<file path="src/rtl/mips8_pkg.sv">
// mips8_pkg: shared widths and register-index names for the 8-bit MIPS datapath
package mips8_pkg;
    localparam int DATA_W   = 8;
    localparam int ADDR_W   = 3;
    localparam int NUM_REGS = 8;
    localparam logic [ADDR_W-1:0] REG_ZERO = 3'd0;
    typedef enum logic [ADDR_W-1:0] {R0, R1, R2, R3, R4, R5, R6, R7} reg_idx_e;
endpackage

</file>
<file path="src/rtl/wr_decode.sv">
// wr_decode: write-address to one-hot register enable, gated by we, bit 0 never set
module wr_decode #(
    parameter int ADDR_W = mips8_pkg::ADDR_W
) (
    input  logic                 we,
    input  logic [ADDR_W-1:0]    waddr,
    output logic [2**ADDR_W-1:0] en
);
    always_comb begin
        en        = '0;
        en[waddr] = we;
        en[0]     = 1'b0;
    end
endmodule

</file>
<file path="src/rtl/reg_file_wr.sv">
// reg_file_wr: 8x8 register file, r0 hardwired to zero, same-cycle write-to-read bypass
module reg_file_wr #(
    parameter int DATA_W = mips8_pkg::DATA_W,
    parameter int ADDR_W = mips8_pkg::ADDR_W
) (
    input  logic              clk,
    input  logic              rst_n,
    input  logic              we,
    input  logic [ADDR_W-1:0] waddr,
    input  logic [DATA_W-1:0] wdata,
    input  logic [ADDR_W-1:0] raddr0,
    input  logic [ADDR_W-1:0] raddr1,
    output logic [DATA_W-1:0] rdata0,
    output logic [DATA_W-1:0] rdata1
);
    import mips8_pkg::*;
    localparam int DEPTH = 2**ADDR_W;

    logic [DEPTH-1:0]  en;
    logic [DATA_W-1:0] regs [1:DEPTH-1];
    logic [DATA_W-1:0] view [DEPTH];
    logic [ADDR_W-1:0] ra   [2];
    logic [DATA_W-1:0] rd   [2];

    wr_decode #(.ADDR_W(ADDR_W)) u_dec (.we(we), .waddr(waddr), .en(en));

    always_ff @(posedge clk or negedge rst_n) begin
        if (!rst_n) begin
            for (int i = 1; i < DEPTH; i++) regs[i] <= '0;
        end else begin
            for (int i = 1; i < DEPTH; i++) if (en[i]) regs[i] <= wdata;
        end
    end

    // view[0] stands in for the missing r0 storage so reads stay a plain mux
    always_comb begin
        view[0] = '0;
        for (int i = 1; i < DEPTH; i++) view[i] = regs[i];
    end

    assign ra[0] = raddr0;
    assign ra[1] = raddr1;

    for (genvar p = 0; p < 2; p++) begin : g_rd
        assign rd[p] = (ra[p] != REG_ZERO && we && waddr == ra[p]) ? wdata : view[ra[p]];
    end

    assign rdata0 = rd[0];
    assign rdata1 = rd[1];
endmodule

</file>
<file path="config.mk">
export PLATFORM = sky130hd
export DESIGN_NAME = reg_file_wr
export DESIGN_NICKNAME = d
export VERILOG_FILES = /design/src/rtl/mips8_pkg.sv /design/src/rtl/wr_decode.sv /design/src/rtl/reg_file_wr.sv
export SDC_FILE = /design/constraint.sdc
export NUM_CORES = 1
export LEC_CHECK = 0
export ABC_AREA = 1
export BUFFER_PORTS_ARGS = -buffer_cell sky130_fd_sc_hd__buf_2
export CAP_MARGIN = 20
export CORE_MARGIN = 2
export CORE_UTILIZATION = 53
export DETAILED_ROUTE_END_ITERATION = 10
export PLACE_DENSITY = 0.76
export SLEW_MARGIN = 40
export SYNTH_ARGS = -nofsm -noshare
export SYNTH_HDL_FRONTEND = slang
export SYNTH_SLANG_ARGS = --single-unit
</file>
<file path="constraint.sdc">
create_clock -name clk -period 1.1 [get_ports clk]
set_input_delay 0.11 -clock clk [delete_from_list [all_inputs] [get_ports clk]]
set_output_delay 0.11 -clock clk [all_outputs]
set_load 0.02 [all_outputs]
</file>
* Yosys cells after proc, flatten, opt, wreduce, memory -nomap -nowiden *
Index checks and enable logic that the tools add are counted.

word-level totals
  memory bits (writable) = 0
  output and inout bits = 16
  latch bits = 0
  logic and storage cells = 33
  register bits after elaboration = 56
  input port bits = 20
  memories = 0
  bits in read-only memories = 0

cells by class
  shift-type cells = 0
  bitwise gates (word level) = 3
  divide/modulo/power cells = 0
  eq/ne operators = 2
  reductions and logical operators = 7
  $lt $le $gt $ge = 4
  mux-type cells = 10
  $add $sub $neg = 0
  multiply operators = 0

operator list
  cell                                                                    number
  8-bit binary-select mux with 3-bit select                               2
  8-bit two-way mux                                                       6
  8-bit bitwise AND                                                       1
  4-bit >= comparator (second input constant)                             2
  3-bit inverter with 4-bit output                                        2
  3-bit == test                                                           2
  3-bit nonzero test                                                      2
  1-bit logical AND                                                       5
  3-bit by 4-bit < comparator with 1-bit output (second input constant)   1
  1-bit demux with 3-bit select                                           1
  3-bit by 1-bit >= comparator with 1-bit output (second input constant)  1
  1-bit two-way mux                                                       1

* Longest topological paths before layout *
  word-level depth = 5
  depth in mapped cells = 8
  mapped depth without buffers = 7

* By module *
A second synthesis with hierarchy kept.

unflattened totals
  cell total of the unflattened synthesis = 518
  area, all modules = 3767.4 sq um

by module, submodules not included
  module       instances  sequential area each (sq um)  area each (sq um)  cells an instance
  reg_file_wr  1          1401.3                        3696.0             500
  wr_decode    1          0.0                           71.3               18

* Worst setup path after synthesis *
OpenSTA, ideal clock, no wires.

  path type = in2out
  from = input port raddr0[0]
  to = output port rdata0[0]
  path buffers = 1
  arrival = 1.084 ns
  slack = -0.094 ns
  data required time = 0.990 ns
  cell stages on the path = 6
  cells stage by stage = buf_4 > nor2_2 > a21oi_2 > nand3_4 > nand3_2 > nand2_1

between the ends
  word-level cells in the longest chain between the ends = 5
  elaborated cells on any way between the ends = 9
  classes of those cells = eq/ne: 1; mux: 4; bitwise: 1; reduce/logical: 3

ends and longest elaborated chain
  element                                                 RTL line           source
  from (decl)                                             reg_file_wr.sv:11  input logic [ADDR_W-1:0] raddr0,
  3-bit inverter with 4-bit output (not written as such)  reg_file_wr.sv:45  assign rd[p] = (ra[p] != REG_ZERO && we && waddr == ra[p]) ? wdata : view[ra[p]];
  8-bit binary-select mux with 3-bit select               reg_file_wr.sv:45
  8-bit two-way mux (not written as such) (2 in a row)    reg_file_wr.sv:45
  8-bit two-way mux (*)                                   reg_file_wr.sv:45
  to (decl)                                               reg_file_wr.sv:13  output logic [DATA_W-1:0] rdata0,

Mark *: on every way between the ends. The rest lies on a longest branch, timed or not. The select of a mux whose other input is x is not followed.

* Final worst setup path *
  from = register regs[24] (netlist name)
  to = output port rdata1[0]

between the ends
  word-level cells in the longest chain between the ends = 4

ends and longest elaborated chain
  element                                               RTL line           source
  from (decl)                                           reg_file_wr.sv:20  logic [DATA_W-1:0] regs [1:DEPTH-1];
  8-bit binary-select mux with 3-bit select             reg_file_wr.sv:45
  8-bit two-way mux (not written as such) (2 in a row)  reg_file_wr.sv:45
  8-bit two-way mux                                     reg_file_wr.sv:45
  to (decl)                                             reg_file_wr.sv:14  output logic [DATA_W-1:0] rdata1

Every way passes these cells. The select of a mux whose other input is x is not followed.

==> impl_metrics.json <==
{
  "outcome": "finished, violations left",
  "violations": "setup timing",
  "dpl_cell_area_um2": 4160,
  "fin_worst_skew_ps": 0,
  "fin_crit_sh_pct": 141,
  "power_mw": 6.41,
  "startpoint": "regs[24]",
  "largest_register": "regs",
  "period_minus_slack_ps": 1560,
  "clock_latency_ps": 320,
  "first_global_vias": 3660,
  "final_area_um2": 4710,
  "final_cells": 658,
  "end_kind": "output port",
  "cts_tree": "yes",
  "rr_startpoint": "regs[43]",
  "netlist_area_um2": 3460,
  "min_to": "regs[6]",
  "dp_cells": 639,
  "cts-root-buf": "clkbuf_8",
  "tightest_slew_ps": 395,
  "arrival_ps": 1450,
  "synth_common_cells": "188 x nand2_1, 74 x nand3_1, 56 x dfrtp_1, 56 x o21ai_1, 43 x inv_1",
  "cts_max_path_buffers": 2,
  "ant_nets": 0,
  "muxShareOfSynthArea_pct": 0,
  "fmax_mhz": 643,
  "ff2ff_setup_slack_ps": 210,
  "synthTopCellsByArea": "dfrtp_1 41%, nand2_1 20%, nand3_1 11%",
  "syn-instance-count": 501,
  "dpl.hpwl_um": 8090,
  "synth_top_family_by_area": "simple AND/OR/NAND/NOR gates",
  "yosys_most_used_dff": "dfrtp_1",
  "synth_xor_xnor_area_share_pct": 0.470,
  "setup_ws_ps": -456,
  "core_area_um2": 6310,
  "vias": 3989,
  "yosysWarnings": 0,
  "wirelength_um": 11800,
  "worstRegToRegCells": 4,
  "initialDrtViolationCount": 781,
  "finalWeightedCongestion": 1.03,
  "synth_compound_area_share_pct": 10.8,
  "nNetsFinal": 600,
  "overflow": 0,
  "ios": 36,
  "syn2layout_area_growth_pct": 36.1,
  "critPathBufInv": 1,
  "die-height_um": 84.8,
  "yosysUniqueCellTypes": 22,
  "synth.most_common_cell": "nand2_1",
  "max_stage_delay_ps": 430,
  "grt_pass1_wl_um": 18200,
  "min_path_cells": 3,
  "die_w_um": 84.8,
  "maxSlewViolCount": 0,
  "ir_drop_mv": 1.15,
  "cpMaxStageDelayCell": "dfrtp_1",
  "regArea_um2": 1400,
  "grt_antenna_before_repair": 0,
  "start_util_pct": 54.8,
  "p_per_area_nw_per_um2": 1360,
  "via_per_inst": 6.06,
  "numClockSinks": 56,
  "port_buffers": 35,
  "largest_register_ffs": 56,
  "synthAdderAreaFrac_pct": 0,
  "wl_per_cell_um": 18.0,
  "yosysSeqAreaShare_pct": 40.5,
  "layout-drive-gt1-share_pct": 41.0,
  "nFillCells": 448,
  "setup_viol": 16,
  "min_path_type": "in -> reg",
  "critPathKind": "reg -> out",
  "synth_top_area_share_pct": 40.5,
  "synthesis.nets": 521,
  "maxCapViolations": 0,
  "synth-simple-area-share_pct": 39.5,
  "synth_area_leader_cell": "dfrtp_1",
  "crit_family": "flip-flops",
  "rows": 29,
  "path_max_fanout": 3,
  "regToRegEndpoint": "regs[43]",
  "multi_input_area_um2": 2090,
  "drt_pass1_iterations": 6,
  "max_slew_margin_pct": 73.6,
  "largestRegisters": "regs x56",
  "cts_made_buffers": 5,
  "synth.ff_latch_count": 56,
  "synth_edf_count": 0,
  "drcViolationCount": 0,
  "min-delay-start": "wdata[6]",
  "worstSetupStartpointType": "register",
  "hold_violations": 0,
  "leakagePower_nw": 2.36,
  "path_cells": "a21oi_1 -> nand3_1 -> nand3_1 -> nand2_2 -> buf_2",
  "h-tree-depth": 2,
  "cp_common_cell": "nand3_1",
  "pre_cts_slack_ps": -187,
  "required_ps": 990,
  "grt_max_degree": 28,
  "dieArea_um2": 7190,
  "diodes": 0,
  "postSynthAreaPerCell_um2": 6.91,
  "grt_use_total_pct": 31.8,
  "grt_setup_unrepaired": "true",
  "clk_pin_slew_worst_paths_ps": 110,
  "async_reset_ff_share_pct": 100
}
logic make-up (layout without fill, tap and decap cells):
family                    after synthesis  count (layout)
xor gates and xnor gates                1               1
AOI/OAI and AO/OA                      73              73
DFF                                    56              56
buffers and inverters                  72             152
and+or+nand+nor                       299             299
where the power goes:
part | internal (mW) | leakage (nW) | switching, mW
Sequential | 2.45 | 0.701 | 0.316
Combinational | 0.975 | 1.61 | 1.41
Clock | 0.483 | 0.0511 | 0.780
Total | 3.91 | 2.36 | 2.50
repair_timing:
| action | CTS | global route |
|---|---|---|
| setup endpoints to repair | 16 | 16 |
| hold buffers | 1 | 0 |
| resized for setup | 81 | 45 |
| endpoints found under the hold margin | 12 | 0 |
| pin swaps | 34 | 24 |
| setup buffers | 4 | 6 |
| cloned | 0 | 0 |
how the worst max path moves through the flow:
| stage | cells past startpoint | end |
|---|---|---|
| floorplan | 8 | rdata0[0] |
| global placement | 9 | rdata0[7] |
| detailed placement | 9 | rdata0[0] |
| CTS | 7 | rdata1[7] |
| global route | 7 | rdata1[7] |
| finish | 5 | rdata1[0] |
final cells by class:
type / instances / share of cell area (%)
repair buffers: 93 / 17.7
flip-flops and latches: 56 / 29.8
multi-input cells: 373 / 44.3
clock inverters: 3 / 0.611
inverters: 51 / 4.12
well taps: 77 / 2.05
clock buffers: 5 / 1.46
tightest hold or removal path, cell delays in order:
cell and delay [ps]:
buf_2 120, nand2_1 60, o21ai_1 50
stage by stage:
step | util (%) | TNS (ps) | hold WS, ps
floorplan | - | -1.83 | -186
global placement | 65.9 | -2170 | 52.6
detailed placement | 65.9 | -2960 | 55.6
CTS | 71.6 | -5060 | 44.2
global route | 74.6 | -6300 | 55.0
finish | 74.6 | -5560 | 43.9
cells in the final DEF (no fill, tap or decap), drive strengths merged:
| cell type | netlist | final |
|---|---|---|
| nand2 | 188 | 188 |
| buf | 16 | 92 |
| nand3 | 84 | 84 |
| o21ai | 57 | 57 |
| dfrtp | 56 | 56 |
| inv | 50 | 53 |
| nand4 | 16 | 16 |
| a21oi | 16 | 16 |
| nor2 | 10 | 10 |
| clkbuf | 5 | 5 |
| clkinv | 1 | 1 |
| xnor2 | 1 | 1 |
| nor3 | 1 | 1 |
| dlygate4sd3 | 0 | 1 |
metal layers:
| metal | vias to the layer above | track usage (%) | part of all wire [%] |
|---|---|---|---|
| li1 | 1789 | - | - |
| met1 | 1816 | 45.3 | 41 |
| met2 | 313 | 48.5 | 45 |
| met3 | 71 | 6.49 | 11 |
| met4 | 0 | 10.5 | 3.5 |
| met5 | - | 0 | 0 |
No activity file was read; power rests on OpenSTA's default activity.
